<file path="src/rtl/controlador_de_partida_if.sv">
// Signal bundle between the player inputs, the game controller and the attack manager.
// master drives player inputs and the ship map; slave is the controller side.
interface controlador_de_partida_if;
  logic       iniciar;
  logic       botao_confirmar;
  logic [2:0] coordColuna;
  logic [2:0] coordLinha;
  logic [6:0] mapa0;
  logic [6:0] mapa1;
  logic [6:0] mapa2;
  logic [6:0] mapa3;
  logic [6:0] mapa4;

  logic       confirmar;
  logic       enable;
  logic [5:0] tentativas;
  logic [5:0] acertos;
  logic [5:0] total_navios;
  logic       acerto;
  logic       invalida;
  logic       vitoria;
  logic       derrota;
  logic [2:0] estado;

  modport master (
    output iniciar, botao_confirmar, coordColuna, coordLinha,
           mapa0, mapa1, mapa2, mapa3, mapa4,
    input  confirmar, enable, tentativas, acertos, total_navios,
           acerto, invalida, vitoria, derrota, estado
  );

  modport slave (
    input  iniciar, botao_confirmar, coordColuna, coordLinha,
           mapa0, mapa1, mapa2, mapa3, mapa4,
    output confirmar, enable, tentativas, acertos, total_navios,
           acerto, invalida, vitoria, derrota, estado
  );
endinterface

</file>
<file path="src/rtl/controlador_de_partida.sv">
// Battleship game sequencer for a 5x7 board: validates shots, drives the attack
// manager handshake, counts attempts/hits and decides victory or defeat.
module controlador_de_partida #(
  parameter int MAX_TENTATIVAS = 15
) (
  input logic                     clock,
  input logic                     reset,
  controlador_de_partida_if.slave bus
);

  typedef enum logic [2:0] {
    OCIOSO   = 3'd0,
    CARREGA  = 3'd1,
    JOGANDO  = 3'd2,
    VALIDA   = 3'd3,
    ATACA    = 3'd4,
    VERIFICA = 3'd5,
    VITORIA  = 3'd6,
    DERROTA  = 3'd7
  } estado_t;

  localparam logic [5:0] MAX_T = 6'(MAX_TENTATIVAS);

  estado_t     state_reg;
  estado_t     state_next;

  logic        ini_r;
  logic        conf_r;
  logic        ini_ev;
  logic        conf_ev;

  logic [2:0]  col_r;
  logic [2:0]  lin_r;
  logic [34:0] atacado_reg;
  logic [5:0]  tent_reg;
  logic [5:0]  acc_reg;
  logic [5:0]  total_reg;

  logic [6:0]  mapa_col [5];
  logic [34:0] mapa_flat;
  logic [5:0]  popcount;
  logic [5:0]  cell_idx;
  logic        in_range;
  logic        shot_ok;
  logic        hit;

  logic        confirmar_o;
  logic        enable_o;
  logic        acerto_o;
  logic        invalida_o;
  logic        vitoria_o;
  logic        derrota_o;

  assign ini_ev  = bus.iniciar & ~ini_r;
  assign conf_ev = bus.botao_confirmar & ~conf_r;

  assign mapa_col[0] = bus.mapa0;
  assign mapa_col[1] = bus.mapa1;
  assign mapa_col[2] = bus.mapa2;
  assign mapa_col[3] = bus.mapa3;
  assign mapa_col[4] = bus.mapa4;

  // Flatten the map so cell (col, lin) sits at bit col*7 + lin, same as atacado.
  genvar gi;
  generate
    for (gi = 0; gi < 5; gi++) begin : g_mapa
      assign mapa_flat[gi*7 +: 7] = mapa_col[gi];
    end
  endgenerate

  always_comb begin
    popcount = '0;
    for (int i = 0; i < 35; i++) begin
      popcount = popcount + 6'(mapa_flat[i]);
    end
  end

  // Index is only meaningful when in_range; every use is gated by it.
  assign cell_idx = (6'(col_r) * 6'd7) + 6'(lin_r);
  assign in_range = (col_r <= 3'd4) && (lin_r <= 3'd6);
  assign shot_ok  = in_range && !atacado_reg[cell_idx];
  assign hit      = in_range && mapa_flat[cell_idx];

  always_comb begin
    state_next  = state_reg;
    confirmar_o = 1'b0;
    enable_o    = 1'b1;
    acerto_o    = 1'b0;
    invalida_o  = 1'b0;
    vitoria_o   = 1'b0;
    derrota_o   = 1'b0;
    case (state_reg)
      OCIOSO: begin
        enable_o = 1'b0;
        if (ini_ev) state_next = CARREGA;
      end
      CARREGA: begin
        state_next = (total_reg == 6'd0) ? VITORIA : JOGANDO;
      end
      JOGANDO: begin
        if (conf_ev) state_next = VALIDA;
      end
      VALIDA: begin
        invalida_o = !shot_ok;
        state_next = shot_ok ? ATACA : JOGANDO;
      end
      ATACA: begin
        confirmar_o = 1'b1;
        acerto_o    = hit;
        state_next  = VERIFICA;
      end
      VERIFICA: begin
        if (acc_reg == total_reg)     state_next = VITORIA;
        else if (tent_reg == MAX_T)   state_next = DERROTA;
        else                          state_next = JOGANDO;
      end
      VITORIA: begin
        vitoria_o = 1'b1;
        if (ini_ev) state_next = OCIOSO;
      end
      DERROTA: begin
        derrota_o = 1'b1;
        if (ini_ev) state_next = OCIOSO;
      end
      default: begin
        state_next = OCIOSO;
      end
    endcase
  end

  // Game load and shot bookkeeping happen on the edge entering CARREGA/ATACA so
  // the new counters are already visible while those states are displayed.
  always_ff @(posedge clock or posedge reset) begin
    if (reset) begin
      state_reg   <= OCIOSO;
      ini_r       <= 1'b0;
      conf_r      <= 1'b0;
      col_r       <= '0;
      lin_r       <= '0;
      atacado_reg <= '0;
      tent_reg    <= '0;
      acc_reg     <= '0;
      total_reg   <= '0;
    end else begin
      state_reg <= state_next;
      ini_r     <= bus.iniciar;
      conf_r    <= bus.botao_confirmar;

      if (state_reg == OCIOSO && ini_ev) begin
        total_reg   <= popcount;
        tent_reg    <= '0;
        acc_reg     <= '0;
        atacado_reg <= '0;
      end

      if (state_reg == JOGANDO && conf_ev) begin
        col_r <= bus.coordColuna;
        lin_r <= bus.coordLinha;
      end

      if (state_reg == VALIDA && shot_ok) begin
        atacado_reg[cell_idx] <= 1'b1;
        tent_reg              <= tent_reg + 6'd1;
        if (hit) acc_reg <= acc_reg + 6'd1;
      end
    end
  end

  assign bus.estado       = state_reg;
  assign bus.confirmar    = confirmar_o;
  assign bus.enable       = enable_o;
  assign bus.acerto       = acerto_o;
  assign bus.invalida     = invalida_o;
  assign bus.vitoria      = vitoria_o;
  assign bus.derrota      = derrota_o;
  assign bus.tentativas   = tent_reg;
  assign bus.acertos      = acc_reg;
  assign bus.total_navios = total_reg;

endmodule

</file>
<file path="src/flat_wrapper.sv">
// flat-port wrapper written by rule: the top's interface ports become plain ports
module controlador_de_partida_flat 
#(
  parameter int MAX_TENTATIVAS = 15
)
  (clock, reset, bus_iniciar, bus_botao_confirmar, bus_coordColuna, bus_coordLinha, bus_mapa0, bus_mapa1, bus_mapa2, bus_mapa3, bus_mapa4, bus_confirmar, bus_enable, bus_tentativas, bus_acertos, bus_total_navios, bus_acerto, bus_invalida, bus_vitoria, bus_derrota, bus_estado);
  controlador_de_partida_if bus_i ();
  input logic clock;
  input logic reset;
  input wire logic [$bits(bus_i.iniciar)-1:0] bus_iniciar;
  input wire logic [$bits(bus_i.botao_confirmar)-1:0] bus_botao_confirmar;
  input wire logic [$bits(bus_i.coordColuna)-1:0] bus_coordColuna;
  input wire logic [$bits(bus_i.coordLinha)-1:0] bus_coordLinha;
  input wire logic [$bits(bus_i.mapa0)-1:0] bus_mapa0;
  input wire logic [$bits(bus_i.mapa1)-1:0] bus_mapa1;
  input wire logic [$bits(bus_i.mapa2)-1:0] bus_mapa2;
  input wire logic [$bits(bus_i.mapa3)-1:0] bus_mapa3;
  input wire logic [$bits(bus_i.mapa4)-1:0] bus_mapa4;
  output wire logic [$bits(bus_i.confirmar)-1:0] bus_confirmar;
  output wire logic [$bits(bus_i.enable)-1:0] bus_enable;
  output wire logic [$bits(bus_i.tentativas)-1:0] bus_tentativas;
  output wire logic [$bits(bus_i.acertos)-1:0] bus_acertos;
  output wire logic [$bits(bus_i.total_navios)-1:0] bus_total_navios;
  output wire logic [$bits(bus_i.acerto)-1:0] bus_acerto;
  output wire logic [$bits(bus_i.invalida)-1:0] bus_invalida;
  output wire logic [$bits(bus_i.vitoria)-1:0] bus_vitoria;
  output wire logic [$bits(bus_i.derrota)-1:0] bus_derrota;
  output wire logic [$bits(bus_i.estado)-1:0] bus_estado;
  assign bus_i.iniciar = bus_iniciar;
  assign bus_i.botao_confirmar = bus_botao_confirmar;
  assign bus_i.coordColuna = bus_coordColuna;
  assign bus_i.coordLinha = bus_coordLinha;
  assign bus_i.mapa0 = bus_mapa0;
  assign bus_i.mapa1 = bus_mapa1;
  assign bus_i.mapa2 = bus_mapa2;
  assign bus_i.mapa3 = bus_mapa3;
  assign bus_i.mapa4 = bus_mapa4;
  assign bus_confirmar = bus_i.confirmar;
  assign bus_enable = bus_i.enable;
  assign bus_tentativas = bus_i.tentativas;
  assign bus_acertos = bus_i.acertos;
  assign bus_total_navios = bus_i.total_navios;
  assign bus_acerto = bus_i.acerto;
  assign bus_invalida = bus_i.invalida;
  assign bus_vitoria = bus_i.vitoria;
  assign bus_derrota = bus_i.derrota;
  assign bus_estado = bus_i.estado;
  controlador_de_partida #(.MAX_TENTATIVAS(MAX_TENTATIVAS)) u_core (.clock(clock), .reset(reset), .bus(bus_i));
endmodule
</file>
<file path="config.mk">
export PLATFORM = sky130hd
export DESIGN_NAME = controlador_de_partida_flat
export DESIGN_NICKNAME = d
export VERILOG_FILES = /design/src/rtl/controlador_de_partida_if.sv /design/src/rtl/controlador_de_partida.sv /design/src/flat_wrapper.sv
export SDC_FILE = /design/constraint.sdc
export NUM_CORES = 1
export LEC_CHECK = 0
export CORE_MARGIN = 1
export CORE_UTILIZATION = 55
export CTS_CLUSTER_DIAMETER = 150
export DETAILED_ROUTE_END_ITERATION = 10
export HOLD_SLACK_MARGIN = 0.06
export PLACE_DENSITY = 0.85
export REMOVE_ABC_BUFFERS = 1
export SLEW_MARGIN = 20
export SYNTH_ARGS = -nofsm -noshare
export SYNTH_HDL_FRONTEND = slang
export SYNTH_SLANG_ARGS = --single-unit
</file>
<file path="constraint.sdc">
create_clock -name clock -period 6.1 [get_ports clock]
set_input_delay 1.83 -clock clock [delete_from_list [all_inputs] [get_ports clock]]
set_output_delay 1.83 -clock clock [all_outputs]
set_load 0.01 [all_outputs]
</file>
==> results of run 1 <==
-- through the flow --
step           worst slack, ns  util [%]  cell area [um2]
2_1_floorplan           -0.244         -             4760
3_3_place_gp            -0.732      68.7             5760
3_5_place_dp            -0.894      68.7             5760
4_1_cts                 0.0205      71.4             5990
5_1_grt                -0.0471      71.9             6020
6_report                0.0818      71.9             6020
-- cells in the mapped netlist, types with 6 or more instances --
| library cell | instances | area [um2] |
|---|---|---|
| dfrtp_1 | 64 | 1600 |
| mux4_2 | 8 | 180 |
| o21ai_0 | 16 | 80.1 |
| nand3_1 | 13 | 65.1 |
| nor3_1 | 9 | 45.0 |
| inv_1 | 74 | 278 |
| mux2i_1 | 16 | 160 |
| mux2_2 | 7 | 78.8 |
| nand2_1 | 34 | 128 |
| xnor2_1 | 8 | 70.1 |
| ha_1 | 22 | 275 |
| nor3b_1 | 6 | 45.0 |
| a22o_1 | 32 | 280 |
| buf_2 | 6 | 30.0 |
| a21oi_1 | 12 | 60.1 |
| nor2_1 | 8 | 30.0 |
| fa_1 | 31 | 621 |
| clkbuf_1 | 11 | 41.3 |
| nand4_1 | 6 | 37.5 |
-- cells in the final DEF, fill, tap and decap left out, drive strengths merged, types with 8 or more instances in the layout --
cell type | synthesis | final
nand3 | 13 | 13
nor2 | 8 | 8
dlygate4sd2 | 0 | 15
ha | 22 | 22
mux4 | 8 | 8
a21oi | 12 | 12
xnor2 | 8 | 8
nand2 | 34 | 34
clkbuf | 11 | 9
o21ai | 17 | 17
clkdlybuf4s50 | 0 | 53
dfrtp | 64 | 64
fa | 31 | 31
mux2i | 16 | 16
inv | 74 | 77
a22o | 32 | 32
buf | 10 | 23
nor3 | 12 | 12
-- final cells by class --
type	instances	area share (%)
clock buffers	9	2.06
multi-input cells	312	48.7
well taps	105	2.18
repair buffers	92	14.5
clock inverters	7	1.29
inverters	74	4.61
flip-flops and latches	64	26.6
-- layer usage --
metal  vias to the layer above  wire length, um  GRT usage (%)
met5                         -                0              0
met4                         0              260           10.8
met3                        26              601           4.82
met2                       151             5750           48.2
met1                      1937             4990           36.8
li1                       1814                -              -
-- worst max path at each step --
stage                                            end       startpoint  cells after the start  slack (ns)
final                     u_core.bus.total_navios[4]     bus_mapa0[0]                     16        0.08
after global routing      u_core.bus.total_navios[4]     bus_mapa0[0]                     16       -0.05
after CTS                               bus_invalida  u_core.col_r[1]                     12        0.02
after detailed placement  u_core.bus.total_navios[5]     bus_mapa0[0]                     18       -0.89
after global placement    u_core.bus.total_navios[4]     bus_mapa0[0]                     16       -0.73
after floorplan           u_core.bus.total_navios[4]     bus_mapa0[0]                     15       -0.24
-- worst reg2reg max path: stages (launching register included) --
cell and delay [ns]:
dfrtp_2 0.46, fa_1 0.52, inv_1 0.05, fa_1 0.50, fa_1 0.56, buf_12 0.18
buf_6 0.17, mux4_2 0.32, mux2_2 0.29, nand3_1 0.13, nand4_4 0.11, buf_4 0.24
nor3_2 0.52, a22o_1 0.23
-- repair_timing --
item                                    in CTS  in global routing
buffers inserted                             1                  0
gates cloned                                 0                  0
resized for setup                           43                 11
pin swaps                                   20                 14
hold buffers                                 0                  0
endpoints found under the setup margin       7                  5
-- cells by family (layout without fill, tap and decap cells) --
family	Yosys count	count (layout)
flops	64	64
buf+inv	95	182
fa+ha+maj	53	53
compound gates	98	98
simple gates	115	115
mux	31	31
xor+xnor	15	15
==> summary.txt, run 1 <==
Run status
  • Status: finished clean

Yosys
  • Synth warnings: 0
  • Top_reg_cell synth: dfrtp_1
  • Average size of a mapped cell: 10.3 um2
  • Yosys cell types: 64
  • Syn Std Cell Area: 0.00485 mm2
  • Main combinational cell family by area after synthesis: adder cells
  • Cells after synthesis: 471
  • Post-synthesis mux area share: 8.63%
  • Async S/R FF share, synth: 100%
  • Post-synthesis xor/xnor area fraction: 3.02%
  • FF+latch count, synth: 64
  • Post-synthesis sequential area ratio: 33.0%
  • Post-Synth Simple-Gate Area: 13.9%
  • Post-synth EDFFs: 0
  • Synth Area in Compound Gates: 15.3%
  • Adder-cell area share of the yosys netlist: 18.5%

STA
  • Relative slew slack: 32.2%
  • Max Freq: 0.166 GHz
  • Setup TNS: 0 ns
  • Final hold violation count: 0
  • Max-slew violations: 0
  • Tmin final: 6.02 ns
  • Fin crit share: 98.7%
  • RSZ-0062 raised after global routing: true
  • Final setup viols: 0
  • Clock Skew: 0.00858 ns
  • Hold slack: 0.507 ns
  • Slew @ Worst Pin: 1.02 ns

Worst setup path
  • FF-to-FF End: u_core.atacado_reg[30]
  • Worst Path Buf+Inv: 3
  • Setup crit end kind: flip-flop
  • Crit path launch type: input pin
  • Critical path type: in2reg
  • Worst path arrival time: 6.23 ns
  • Top Family by Delay on Critical Path: adder cells
  • Largest stage delay, worst path: 0.55 ns
  • Ordered list of cells on the worst path: buf_8, ha_4, inv_2, fa_1, fa_2, fa_2, fa_1, fa_1, fa_1, inv_2, ha_4, fa_2, a21o_1, a21oi_2, xor2_1, o21ai_1
  • Critical path fanouts, max: 2
  • Req. time, crit path: 6.32 ns
  • Slowest cell on the critical path: fa_2
  • Internal reg-to-reg setup slack: 1.77 ns
  • Cell mode on critical path: fa_1
  • FF-to-FF Start: u_core.col_r[1]
  • Worst reg2reg path depth: 13

Floorplanning
  • Core box area: 0.00838 mm2
  • DIE HEIGHT: 96.0 um
  • Die Area: 0.00921 mm2
  • # rows: 33
  • Die extent in x: 96.0 um
  • Ports: 72
  • Starting density of the core: 57.9%

CTS
  • Clk buf depth: 2
  • Root Driver: clkbuf_8
  • Clock transition at the registers of the reported paths: 0.08 ns
  • CTS sink count: 64
  • TritonCTS Buffers: 9
  • CTS tree: yes
  • CTS H-tree lvls: 3
  • Skew-Pair Late Insertion Delay: 0.35 ns

Routing
  • DR WL/cell: 17.5 um
  • Drt total wl: 11.6 mm
  • Routed vias/inst: 5.92
  • Final ANT Viol Nets: 0
  • Drt first pass iters: 6
  • Via count: 3928
  • # DRC: 0
  • First DRT Iteration DRCs: 195

Job
  • Max Cap Viol: 0

Hold path
  • HP Start: u_core.atacado_reg[2]
  • Hold Crit Depth: 1
  • Worst Hold End: u_core.atacado_reg[2]
  • HP Class: reg2reg

Global route
  • Remaining Overflow, GRT: 0
  • Total GRT Usage: 28.5%
  • First-pass GRT wire length: 19.6 mm
  • Number of global-route vias before repair: 4076
  • Antenna violations before repair: 0
  • Largest net degree at the start of global routing: 65

Placement
  • GPL Wtd Cong: 0.925
  • Port bufs: 71
  • Cells after DPL: 646
  • HPWL after DPL: 8.82 mm

Cells and area
  • Layout area overhead: 24.1%
  • Diodes inserted: 0
  • Final Non-Filler Cells: 663
  • Nets: 651
  • Fill count: 616
  • FF/Latch Area: 0.00160 mm2
  • Max reg flops: 35
  • Share of post-route cells with drive strength above 1: 15.6%
  • Footprint of the multi-input gates: 0.00293 mm2
Power of run 1 is left out: the tool's default activity adds up to more than one toggle a clock period on the data nets, which glitch-free logic cannot reach.
==> run 2, diff against run 1 <==
--- a/config.mk
+++ b/config.mk
@@ -5,13 +5,13 @@
 export SDC_FILE = /design/constraint.sdc
 export NUM_CORES = 1
 export LEC_CHECK = 0
+export CAP_MARGIN = 20
 export CORE_MARGIN = 1
 export CORE_UTILIZATION = 55
 export CTS_CLUSTER_DIAMETER = 150
 export DETAILED_ROUTE_END_ITERATION = 10
 export HOLD_SLACK_MARGIN = 0.06
 export PLACE_DENSITY = 0.85
-export REMOVE_ABC_BUFFERS = 1
 export SLEW_MARGIN = 20
 export SYNTH_ARGS = -nofsm -noshare
 export SYNTH_HDL_FRONTEND = slang
==> summary.txt, run 2 (synthesis results as in run 1) <==
Routing
  • Drt total wl: 12.2 mm (+4.7%)
  • Drt first pass iters: 5 (-1)
  • Final ANT Viol Nets: 0 (unchanged)
  • DR WL/cell: 18.3 um (+4.7%)
  • # DRC: 0 (unchanged)
  • Routed vias/inst: 5.98 (+0.89%)
  • Via count: 3963 (+0.89%)
  • First DRT Iteration DRCs: 301 (+54%)

CTS
  • Clk buf depth: 2 (unchanged)
  • TritonCTS Buffers: 9 (unchanged)
  • CTS tree: yes
  • Post-CTS Hold Fix Bufs: 0 (unchanged)
  • CTS sink count: 64 (unchanged)
  • Skew-Pair Late Insertion Delay: 0.35 ns (about the same)
  • Setup Fix Bufs, Post-CTS: 0 (-1)
  • CTS H-tree lvls: 3 (unchanged)
  • Clock transition at the registers of the reported paths: 0.07 ns (about the same)
  • Root Driver: clkbuf_8

Hold path
  • HP Class: reg2reg

Global route
  • Antenna violations before repair: 0 (unchanged)
  • Total GRT Usage: 28.7% (+0.25 points)
  • Number of global-route vias before repair: 4057 (-0.47%)
  • First-pass GRT wire length: 19.6 mm (+0.18%)
  • Remaining Overflow, GRT: 0 (unchanged)
  • Largest net degree at the start of global routing: 65 (unchanged)

Yosys
  • Post-Syn Nets: 569

Cells and area
  • Layout area overhead: 24.6%
  • Share of post-route cells with drive strength above 1: 16.5% (+0.90 points)
  • Fill count: 595 (-3.4%)
  • Nets: 651 (unchanged)
  • Final Core Density: 72.2% (+0.31 points)
  • Commonest cells after routing, fill and taps aside: inv_1, dfrtp_1, clkdlybuf4s50_1
  • Final Non-Filler Cells: 663 (unchanged)
  • Max reg flops: 35 (unchanged)
  • Commonest non-fill, non-tap cell in the layout: inv_1
  • Diodes inserted: 0 (unchanged)
  • Post-Layout Inst Area: 0.00605 mm2 (+0.44%)

Placement
  • Placed Area: 0.00577 mm2 (+0.22%)
  • GPL Wtd Cong: 0.946 (+2.3%)
  • Cells after DPL: 646 (unchanged)
  • HPWL after DPL: 8.70 mm (-1.4%)
  • Port bufs: 71 (unchanged)

STA
  • Final hold violation count: 0 (unchanged)
  • Relative slew slack: 35.7% (+3.5 points)
  • RSZ-0062 raised after global routing: true
  • Setup TNS: 0 ns (unchanged)
  • Slew @ Worst Pin: 0.957 ns (-0.0598 ns)
  • Fin crit share: 98.8% (about the same)
  • Clock Skew: 0.0107 ns (+0.00211 ns)
  • Max Freq: 0.166 GHz (about the same)
  • Max-slew violations: 0 (unchanged)
  • Tmin final: 6.02 ns (+0.00588 ns)
  • Final setup viols: 0 (unchanged)

Worst setup path
  • Critical path fanouts, max: 2 (unchanged)
  • Worst path arrival time: 6.24 ns (about the same)
  • Critical path type: in2reg
  • Setup crit end kind: flip-flop
  • Req. time, crit path: 6.32 ns (about the same)
  • Crit path launch type: input pin

Floorplanning
  • Ports: 72 (unchanged)
  • # rows: 33 (unchanged)
  • Starting density of the core: 57.9% (unchanged)
  • Die extent in x: 96.0 um (unchanged)
  • DIE HEIGHT: 96.0 um (unchanged)
  • Die Area: 0.00921 mm2 (unchanged)
  • Core box area: 0.00838 mm2 (unchanged)

Run status
  • Status: finished clean

Job
  • Max Cap Viol: 0 (unchanged)
-- run 2: worst paths after layout --
| check | from | to | slack, ns | cells after the start |
|---|---|---|---|---|
| max | bus_mapa0[0] | u_core.bus.total_navios[4] | 0.08 | 16 |
| min | u_core.atacado_reg[32] | u_core.atacado_reg[32] | 0.50 | 1 |
| max reg2reg | u_core.col_r[0] | u_core.atacado_reg[27] | 1.77 | 13 |
| min reg2reg | u_core.atacado_reg[32] | u_core.atacado_reg[32] | 0.50 | 1 |
| max in group asynchronous | reset | u_core.col_r[0] | 3.53 | 3 |
| min in group asynchronous | reset | u_core.bus.estado[2] | 2.01 | 3 |
-- run 2: what timing repair did --
action	CTS	global route
gates resized for setup	38	16
pin swaps	20	20
endpoints found under the setup margin	7	6
cloned	1	0
-- run 2: area by class of cell --
type	instances	area (um2)	area share (%)
Multi-Input combinational cell	312	2960	48.9
Inverter	74	278	4.59
Sequential cell	64	1600	26.5
Clock buffer	11	131	2.17
Clock inverter	5	57.6	0.951
Tap cell	105	131	2.17
Timing Repair Buffer	92	887	14.7
-- run 2: metal layers --
layer  GRT usage (%)  part of all wire [%]  up-vias
met5               0                     0        -
met4            15.5                   3.5        0
met3            4.27                   4.9       35
met2            46.5                    50      158
met1            37.3                    41     1959
li1                -                     -     1811
-- run 2: metrics by stage --
| step | hold slack, ns | setup slack (ns) |
|---|---|---|
| global placement | 0.475 | -0.604 |
| CTS | 0.498 | -0.0833 |
| global route | 0.508 | -0.0426 |
| detailed placement | 0.484 | -0.745 |
| floorplan | 0.465 | -0.0356 |
| finish | 0.500 | 0.0760 |
-- run 2: worst max-delay path, stage by stage --
cell and delay (ns):
buf_6 0.10, ha_4 0.25, inv_2 0.03, fa_2 0.56, fa_2 0.45, fa_2 0.54
fa_1 0.42, fa_1 0.46, fa_1 0.51, inv_2 0.05, ha_4 0.16, fa_2 0.35
a21o_1 0.17, a21oi_2 0.12, xor2_1 0.15, o21ai_1 0.07
Power of run 2 is left out for the same reason.
==> run 3, diff against run 2 <==
--- a/config.mk
+++ b/config.mk
@@ -12,6 +12,7 @@
 export DETAILED_ROUTE_END_ITERATION = 10
 export HOLD_SLACK_MARGIN = 0.06
 export PLACE_DENSITY = 0.85
+export SETUP_SLACK_MARGIN = 0.05
 export SLEW_MARGIN = 20
 export SYNTH_ARGS = -nofsm -noshare
 export SYNTH_HDL_FRONTEND = slang
==> summary.txt, run 3 (synthesis results as in run 1) <==
Worst setup path
  • Crit path launch type: input pin
  • Cell mode on critical path: fa_2
  • Setup crit end kind: flip-flop
  • Worst path arrival time: 6.26 ns (+0.02 ns)
  • Critical path type: in2reg
  • Critical path fanouts, max: 2 (unchanged)
  • Largest stage delay, worst path: 0.55 ns (about the same)
  • Slowest cell on the critical path: fa_2
  • Ordered list of cells on the worst path: buf_8, ha_4, inv_2, fa_2, fa_2, fa_2, fa_1, fa_2, fa_1, inv_2, ha_4, fa_2, a21o_1, a21oi_2, xor2_1, o21ai_1
  • Req. time, crit path: 6.31 ns (about the same)

Hold path
  • HP Class: reg2reg

Cells and area
  • Final Non-Filler Cells: 664 (+0.15%)
  • Commonest cells after routing, fill and taps aside: inv_1, dfrtp_1, clkdlybuf4s50_1
  • Share of post-route cells with drive strength above 1: 16.8% (+0.33 points)
  • Max reg flops: 35 (unchanged)
  • Fill count: 588 (-1.2%)
  • Layout area overhead: 25.0%
  • Nets: 653 (+0.31%)
  • Diodes inserted: 0 (unchanged)
  • Commonest non-fill, non-tap cell in the layout: inv_1

Routing
  • Via count: 3954 (-0.23%)
  • First DRT Iteration DRCs: 276 (-8.3%)
  • Routed vias/inst: 5.95 (-0.38%)
  • # DRC: 0 (unchanged)
  • Drt first pass iters: 5 (unchanged)
  • Final ANT Viol Nets: 0 (unchanged)
  • Drt total wl: 12.2 mm (unchanged)
  • DR WL/cell: 18.3 um (-0.15%)

Floorplanning
  • Core box area: 0.00838 mm2 (unchanged)
  • Die Area: 0.00921 mm2 (unchanged)
  • Die extent in x: 96.0 um (unchanged)
  • Starting density of the core: 57.9% (unchanged)
  • Ports: 72 (unchanged)
  • DIE HEIGHT: 96.0 um (unchanged)
  • # rows: 33 (unchanged)

CTS
  • Root Driver: clkbuf_8
  • Skew-Pair Late Insertion Delay: 0.35 ns (about the same)
  • CTS sink count: 64 (unchanged)
  • Post-CTS Hold Fix Bufs: 0 (unchanged)
  • CTS H-tree lvls: 3 (unchanged)
  • CTS tree: yes
  • Clock transition at the registers of the reported paths: 0.08 ns (about the same)
  • Clk buf depth: 2 (unchanged)
  • TritonCTS Buffers: 9 (unchanged)

STA
  • Clock Skew: 0.0152 ns (+0.00454 ns)
  • Relative slew slack: 44.7% (+9.0 points)
  • RSZ-0062 raised after global routing: true
  • Slew @ Worst Pin: 0.829 ns (-0.127 ns)
  • Tmin final: 6.05 ns (+0.0274 ns)
  • Final setup viols: 0 (unchanged)
  • Final hold violation count: 0 (unchanged)
  • Max-slew violations: 0 (unchanged)
  • Setup slack after layout: 0.0485 ns (-0.0274 ns)
  • Fin crit share: 99.2% (+0.45 points)
  • Max Freq: 0.165 GHz (-0.45%)

Global route
  • Largest net degree at the start of global routing: 63 (-3.1%)
  • Remaining Overflow, GRT: 0 (unchanged)
  • Antenna violations before repair: 0 (unchanged)
  • Number of global-route vias before repair: 4069 (+0.30%)
  • First-pass GRT wire length: 19.8 mm (+0.77%)
  • Total GRT Usage: 29.0% (+0.25 points)

Placement
  • Cells after DPL: 647 (+0.15%)
  • Port bufs: 71 (unchanged)
  • HPWL after DPL: 8.83 mm (+1.5%)
  • GPL Wtd Cong: 0.973 (+2.8%)
  • Pre-CTS setup slack: -0.801 ns (-0.0555 ns)

Run status
  • Status: finished clean

Job
  • Max Cap Viol: 0 (unchanged)

Yosys
  • Post-Syn Nets: 569 (unchanged)
run 3: cell count changes in the layout (fill, tap and decap cells not counted), moves of 2 or more:
| cell | change |
|---|---|
| dlygate4sd2_1 | -3 |
| clkbuf_2 | +2 |
| clkinv_4 | +2 |
| clkinvlp_4 | -2 |
run 3: through the flow:
stage,instance area [um2],util [%],hold WS (ns),TNS [ns]
floorplan,4870,-,0.465,-0.0356
global placement,5780,69.0,0.476,-2.54
detailed placement,5780,69.0,0.486,-3.32
CTS,6050,72.2,0.501,-0.0807
global route,6070,72.4,0.517,-0.0274
finish,6070,72.4,0.504,0
run 3: final cells by class:
| class | count | area (um2) | share of cell area, % |
|---|---|---|---|
| multi-input cells | 312 | 2960 | 48.7 |
| flip-flops and latches | 64 | 1600 | 26.4 |
| repair buffers | 94 | 903 | 14.9 |
| inverters | 74 | 278 | 4.58 |
| clock buffers | 11 | 141 | 2.33 |
| well taps | 105 | 131 | 2.16 |
| clock inverters | 4 | 55.1 | 0.907 |
run 3: routing by layer:
metal  up-vias  wire length [um]  GRT usage [%]
met5         -                 0              0
met4         0               219           9.08
met3        17               552           4.42
met2       125              6260           50.1
met1      1985              5120           37.5
li1       1827                 -              -
run 3: worst paths after layout:
check	startpoint	end	slack [ns]	depth (start not counted)
max reg2reg	u_core.col_r[0]	u_core.atacado_reg[26]	1.79	13
max in group asynchronous	reset	u_core.col_r[0]	3.45	3
min	u_core.atacado_reg[31]	u_core.atacado_reg[31]	0.50	1
max	bus_mapa0[1]	u_core.bus.total_navios[4]	0.05	16
min reg2reg	u_core.atacado_reg[31]	u_core.atacado_reg[31]	0.50	1
min in group asynchronous	reset	u_core.bus.estado[0]	1.67	2
run 3: timing repair:
action,CTS,global route
buffers inserted,1,1
pin swaps,22,21
cloned,1,0
endpoints found under the setup margin,7,6
resized for setup,46,16
run 3: worst max-delay path: cells and delay by family:
kind	cells	cell delay, ns
xor gates and xnor gates	1	0.14
buffers and inverters	3	0.19
adders and majority gates	9	3.72
AOI/OAI and AO/OA	3	0.37
Power of run 3 is left out for the same reason.
